## config.mk

```make
export PLATFORM = sky130hd
export DESIGN_NAME = amp_frame_sequencer
export DESIGN_NICKNAME = d
export VERILOG_FILES = /design/src/rtl/amp_frame_sequencer.sv
export SDC_FILE = /design/constraint.sdc
export NUM_CORES = 2
export LEC_CHECK = 0
export ABC_AREA = 1
export BUFFER_PORTS_ARGS = -buffer_cell sky130_fd_sc_hd__buf_2
export CAP_MARGIN = 0
export CORE_AREA = 2 2 479 481
export CTS_BUF_LIST = sky130_fd_sc_hd__clkbuf_4 sky130_fd_sc_hd__clkbuf_8
export DETAILED_ROUTE_END_ITERATION = 6
export DIE_AREA = 0 0 481 483
export MAX_ROUTING_LAYER = met4
export PLACE_DENSITY = 0.41
export SYNTH_ARGS = -nofsm -noshare
export SYNTH_HDL_FRONTEND = slang
export SYNTH_SLANG_ARGS = --single-unit
export TNS_END_PERCENT = 10
```

## constraint.sdc

```tcl
create_clock -name clk -period 2.9 [get_ports clk]
set_input_delay 0.145 -clock clk [delete_from_list [all_inputs] [get_ports clk]]
set_output_delay 0.145 -clock clk [all_outputs]
set_load 0.02 [all_outputs]
```

## src/rtl/amp_frame_sequencer.sv

```systemverilog
// amp_frame_sequencer: feeds amplitude frames to the preprocessor one at a time,
// with a one-frame pending slot, a done watchdog and a registered result stage.
module amp_frame_sequencer #(
  parameter int W       = 5,
  parameter int D       = 11,
  parameter int BIN_QTY = 12,
  parameter int TIMEOUT = 15,
  parameter int CNT_W   = 16
) (
  input  logic                              clk,
  input  logic                              rst,
  input  logic                              in_valid,
  output logic                              in_ready,
  input  logic [BIN_QTY*(W+D)-1:0]          in_amps,
  output logic [BIN_QTY*(W+D)-1:0]          pp_amps,
  output logic                              pp_start,
  input  logic                              pp_data_v,
  input  logic [BIN_QTY*(W+D)-1:0]          pp_amps_r,
  input  logic [BIN_QTY*(W+D)-1:0]          pp_amps_fast,
  input  logic [W+D+$clog2(BIN_QTY)-1:0]    pp_sum,
  output logic                              out_valid,
  input  logic                              out_ready,
  output logic [BIN_QTY*(W+D)-1:0]          out_amps,
  output logic [BIN_QTY*(W+D)-1:0]          out_amps_fast,
  output logic [W+D+$clog2(BIN_QTY)-1:0]    out_sum,
  output logic                              busy,
  output logic                              err_timeout,
  output logic [CNT_W-1:0]                  frame_count,
  output logic [CNT_W-1:0]                  drop_count
);

  localparam int FW  = BIN_QTY * (W + D);
  localparam int SW  = W + D + $clog2(BIN_QTY);
  localparam int WDW = $clog2(TIMEOUT);

  typedef enum logic [1:0] {
    S_IDLE,
    S_LAUNCH,
    S_WAIT,
    S_OUT
  } state_e;

  state_e           state_q, state_d;
  logic [FW-1:0]    cur_q, cur_d;
  logic [FW-1:0]    pend_q, pend_d;
  logic             pend_v_q, pend_v_d;
  logic [WDW-1:0]   wdog_q, wdog_d;
  logic [FW-1:0]    oamp_q, oamp_d;
  logic [FW-1:0]    ofast_q, ofast_d;
  logic [SW-1:0]    osum_q, osum_d;
  logic             err_q, err_d;
  logic [CNT_W-1:0] fcnt_q, fcnt_d;
  logic [CNT_W-1:0] dcnt_q, dcnt_d;
  logic             accept;
  logic             direct;

  assign in_ready      = !pend_v_q;
  assign accept        = in_valid && in_ready;
  assign pp_amps       = cur_q;
  assign pp_start      = (state_q == S_LAUNCH);
  assign out_valid     = (state_q == S_OUT);
  assign busy          = (state_q != S_IDLE);
  assign out_amps      = oamp_q;
  assign out_amps_fast = ofast_q;
  assign out_sum       = osum_q;
  assign err_timeout   = err_q;
  assign frame_count   = fcnt_q;
  assign drop_count    = dcnt_q;

  always_comb begin
    state_d  = state_q;
    cur_d    = cur_q;
    pend_d   = pend_q;
    pend_v_d = pend_v_q;
    wdog_d   = wdog_q;
    oamp_d   = oamp_q;
    ofast_d  = ofast_q;
    osum_d   = osum_q;
    err_d    = err_q;
    fcnt_d   = fcnt_q;
    dcnt_d   = dcnt_q;
    direct   = 1'b0;

    unique case (state_q)
      S_IDLE: begin
        if (pend_v_q) begin
          cur_d    = pend_q;
          pend_v_d = 1'b0;
          state_d  = S_LAUNCH;
        end else if (accept) begin
          cur_d   = in_amps;
          direct  = 1'b1;
          state_d = S_LAUNCH;
        end
      end
      S_LAUNCH: begin
        wdog_d  = '0;
        state_d = S_WAIT;
      end
      S_WAIT: begin
        wdog_d = wdog_q + 1'b1;
        // A result on the final watchdog cycle still counts as on time.
        if (pp_data_v) begin
          oamp_d  = pp_amps_r;
          ofast_d = pp_amps_fast;
          osum_d  = pp_sum;
          state_d = S_OUT;
        end else if (wdog_q == WDW'(TIMEOUT - 1)) begin
          err_d   = 1'b1;
          dcnt_d  = dcnt_q + 1'b1;
          state_d = S_IDLE;
        end
      end
      S_OUT: begin
        if (out_ready) begin
          fcnt_d = fcnt_q + 1'b1;
          if (pend_v_q) begin
            cur_d    = pend_q;
            pend_v_d = 1'b0;
            state_d  = S_LAUNCH;
          end else if (accept) begin
            cur_d   = in_amps;
            direct  = 1'b1;
            state_d = S_LAUNCH;
          end else begin
            state_d = S_IDLE;
          end
        end
      end
      default: state_d = S_IDLE;
    endcase

    if (accept && !direct) begin
      pend_d   = in_amps;
      pend_v_d = 1'b1;
    end
  end

  always_ff @(posedge clk) begin
    if (rst) begin
      state_q  <= S_IDLE;
      cur_q    <= '0;
      pend_q   <= '0;
      pend_v_q <= 1'b0;
      wdog_q   <= '0;
      oamp_q   <= '0;
      ofast_q  <= '0;
      osum_q   <= '0;
      err_q    <= 1'b0;
      fcnt_q   <= '0;
      dcnt_q   <= '0;
    end else begin
      state_q  <= state_d;
      cur_q    <= cur_d;
      pend_q   <= pend_d;
      pend_v_q <= pend_v_d;
      wdog_q   <= wdog_d;
      oamp_q   <= oamp_d;
      ofast_q  <= ofast_d;
      osum_q   <= osum_d;
      err_q    <= err_d;
      fcnt_q   <= fcnt_d;
      dcnt_q   <= dcnt_d;
    end
  end

endmodule

```

==> impl_summary.txt <==
----------------------------------------------------
[Status]
  Result of the run ... finished, violations left
  Violated checks ... design-rule violations

[Setup path]
  Worst-case reg-to-reg path depth ... 10
  Worst Path Arrival ... 3.49 ns
  Crit start category ... register
  Largest fanout on the critical path ... between 60 and 70
  Required time at the worst-slack endpoint ... ~3.7 ns
  Reg-to-reg startpoint ... state_q[0]
  Kind of end point of the critical path ... register
  Category of the most critical setup path ... register to register
  Reg-to-reg critical path endpoint ... pend_q[165]
  Setup slack of the worst register-to-register path ... 0.22 ns

[Pwr]
  Internal Power ... 30.2 mW
  Switching share of power ... 0.405
  Net switching power ... 20.6 mW
  Pwr dens ... 874 mW/mm^2
  LEAKAGE ... approximately 26 nW
  Maximum vdd drop ... 0.000523 V
  Register share of total power ... 0.336
  Power share of the clock group ... 0.269
  Power share of the combinational group ... 0.395

[Yosys]
  Count of cell types in the netlist ... 31
  Yosys top cell area share ... 0.530
  Area of the mapped netlist ... 0.0313 mm^2
  Number of enable-type register cells in the synthesized netlist ... 0
  Number of warning messages in the yosys log ... 0
  Largest cells by area after synthesis ... sky130_fd_sc_hd__dfxtp_1 (53%), sky130_fd_sc_hd__nor2_1 (11%), sky130_fd_sc_hd__o21ai_0 (8.8%)
  Count of mapped cells out of synthesis ... 4,183
  Nets in the synthesized netlist ... 4,792
  Cell taking the most area after synthesis ... sky130_fd_sc_hd__dfxtp_1
  Most instantiated library cell after synthesis ... sky130_fd_sc_hd__nor2_1
  Flops & latches, synth ... 828
  Most instantiated flip-flop cell in the synthesis netlist ... sky130_fd_sc_hd__dfxtp_1
  Async SR Flop Fraction ... 0
  Post-synthesis sequential area ratio ... 0.530
  Commonest cells post-synth ... sky130_fd_sc_hd__nor2_1 (943), sky130_fd_sc_hd__dfxtp_1 (828), sky130_fd_sc_hd__o21ai_0 (552)
  Per-instance average area after synthesis ... about 7.5 um^2

[Floorplan]
  # rows ... 175
  Horiz. Die Dim ... about 480 um
  Core region area ... 0.227 mm^2
  Die Y ... 483 um
  Area of the die ... 0.232 mm^2
  Starting Density ... 0.138
  Count of boundary I/O pins ... 1,234

[Placement]
  Number of I/O port buffers ... 1,233
  Post-detailed-placement half-perimeter wirelength ... 160 mm
  Area post-placement ... 0.0409 mm^2
  Placer's final routability congestion estimate ... 0.895
  Worst Setup Slack post-DPL ... between 0.6 and 0.7 ns
  Cell total after placement ... 8,200

[Global route]
  Met3 Resource Use GR ... 0.0542
  Global-route wire length before repair ... between 200 and 300 mm
  Remaining Overflow, GRT ... 0
  Maximum number of pins on one net before global-route repair ... 117
  Gr usage total ... 0.174
  Most used routing layer ... met2
  Met1 capacity usage during global routing ... 0.181
  Vias in the first global route ... approximately 38,000
  Initial antenna violation count ... 142
  Met2 layer usage reported by global route ... 0.300

[Timing]
  Final Hold Violating Endpoints ... 0
  Setup repair after global routing missed its margin ... no
  Final worst hold slack ... 0.132 ns
  Max-slew headroom at the worst pin ... 0.473
  Fin crit share ... 0.925
  Post-route minimum period ... 2.68 ns
  # setup viols final ... 0
  Summed negative setup slack over all endpoints ... 0 ns
  Final Max Slew Viols ... 0
  Worst Tran Pin Value ... approximately 0.79 ns
  Worst-case setup margin in the final layout ... 0.218 ns
  Top achievable clock speed ... ~370 MHz
  Max Clock Skew ... 0.0433 ns

[Min path]
  Endpoint with the worst hold slack ... out_sum[17]
  Hold Crit Start ... pp_sum[17]
  Number of instances on the worst hold path ... 4
  Path category of the worst min-delay check ... primary input to register

[Route]
  Iter 0 DRT Violations ... about 1,900
  Number of iterations in the first detailed-routing pass ... 7
  DRT antenna net count ... 0
  Drt wl/cell ... 20.8 um
  Number of design rule violations left after detail routing ... 2
  Overall via count from detail_route ... 38,500
  Total Wirelength ... 206 mm
  Avg Vias per Cell ... 3.89

[Layout]
  Layout overhead on the synthesized area ... 85.6%
  Layout cells sized above 1 ... 0.239
  Number of inserted filler cells in the final layout ... 25,000
  Number of nets in the layout ... around 7,300
  Finished Layout Cells ... 9,910
  Design area ... between 0.05 and 0.06 mm^2

[Clocking]
  Worst-skew pair later-pin latency ... just over 0.9 ns
  CTS Buf Count ... 166
  Num Clock Sinks ... slightly above 800
  Number of H-tree branching levels ... 4
  Root buffer selected by CTS ... sky130_fd_sc_hd__clkbuf_8
  Clock transition at the registers of the reported paths ... 0.06 ns
  CTS tree ... built
  Number of buffers between clock root and the deepest sink ... 3

[Job]
  Max capacitance violation total ... 0

----------------------------------------------------
==> registers in the layout (all words and copies together) (netlist names) <==
name,count
pend_v_q,1
err_timeout,1
state_q,2
out_sum,20
wdog_q,4
frame_count,16
pp_amps,192
out_amps_fast,192
drop_count,16
out_amps,192
pend_q,192
==> layout make-up <==
cell class                      instances  area, um^2  area share
Sequential cell                       828       16600       0.285
Clock buffer                          252        3190      0.0549
Tap cell                             3009        3760      0.0648
Inverter                              392        1490      0.0256
Timing Repair Buffer                 2628       20400       0.352
Multi-Input combinational cell       2656       11900       0.204
Antenna cell                          101         253     0.00435
Clock inverter                         44         538     0.00926
==> how the worst max path moves through the flow <==
| stage | cells past startpoint | start | endpoint |
|---|---|---|---|
| after floorplan | 8 | state_q[0] | pend_q[112] |
| after CTS | 8 | state_q[0] | out_amps[137] |
| after detailed placement | 8 | state_q[0] | pp_amps[30] |
| after global routing | 10 | state_q[0] | pend_q[160] |
| after global placement | 8 | state_q[1] | pp_amps[30] |
| final | 10 | state_q[0] | pend_q[165] |
==> worst max-delay path, stage by stage (launching register included) <==
cell	delay, ns
sky130_fd_sc_hd__dfxtp_1	0.36
sky130_fd_sc_hd__inv_1	0.10
sky130_fd_sc_hd__ha_1	0.47
sky130_fd_sc_hd__a21oi_4	0.08
sky130_fd_sc_hd__nor2_8	0.12
sky130_fd_sc_hd__buf_12	0.30
sky130_fd_sc_hd__inv_2	0.06
sky130_fd_sc_hd__buf_4	0.23
sky130_fd_sc_hd__nor2_1	0.12
sky130_fd_sc_hd__nor2_1	0.06
sky130_fd_sc_hd__dlygate4sd3_1	0.56
==> kinds of logic after synthesis <==
logic type / Yosys count / synth area share
buffers and inverters: 699 / 0.0924
adders and majority gates: 8 / 0.00320
AOI/OAI and AO/OA: 1330 / 0.213
DFF: 828 / 0.530
xor gates and xnor gates: 3 / 0.000840
and+or+nand+nor: 1315 / 0.161
==> layer usage <==
metal / vias up / share of wire
met2: 1483 / 0.49
li1: 18600 / -
met3: 427 / 0.080
met1: 18000 / 0.38
met4: 0 / 0.049
met5: - / 0
==> what timing repair did <==
action                      CTS  global route
buffers inserted              0             0
hold endpoints to repair    824             0
setup endpoints to repair     0             6
gates resized for setup       0             4
hold buffers               1311             0
==> per-stage QoR <==
step | util | total power, mW
finish | 0.256 | 50.8
global route | 0.256 | 54.1
CTS | 0.255 | 51.4
detailed placement | 0.180 | 34.5
global placement | 0.180 | 34.3
floorplan | - | 27.2
==> cell usage in the layout, fill, tap and decap left out, drive strengths merged, types with 101 or more instances in the layout <==
cell | synthesis | routed
inv | 392 | 398
clkbuf | 161 | 254
dfxtp | 828 | 828
nor2 | 944 | 944
a21oi | 368 | 368
dlygate4sd3 | 0 | 1311
o21ai | 956 | 956
buf | 146 | 1315
diode | 0 | 101
nand2 | 336 | 336
==> power by group through the flow <==
stage	sequential [mW]	clock (mW)	combinational (mW)
global route	17.5	14.7	21.9
global placement	17.2	0	17.1
detailed placement	17.2	0	17.3
finish	17.1	13.7	20.0
floorplan	19.6	0	7.56
CTS	17.1	14.2	20.2
Power figures use the tool's default switching activity.
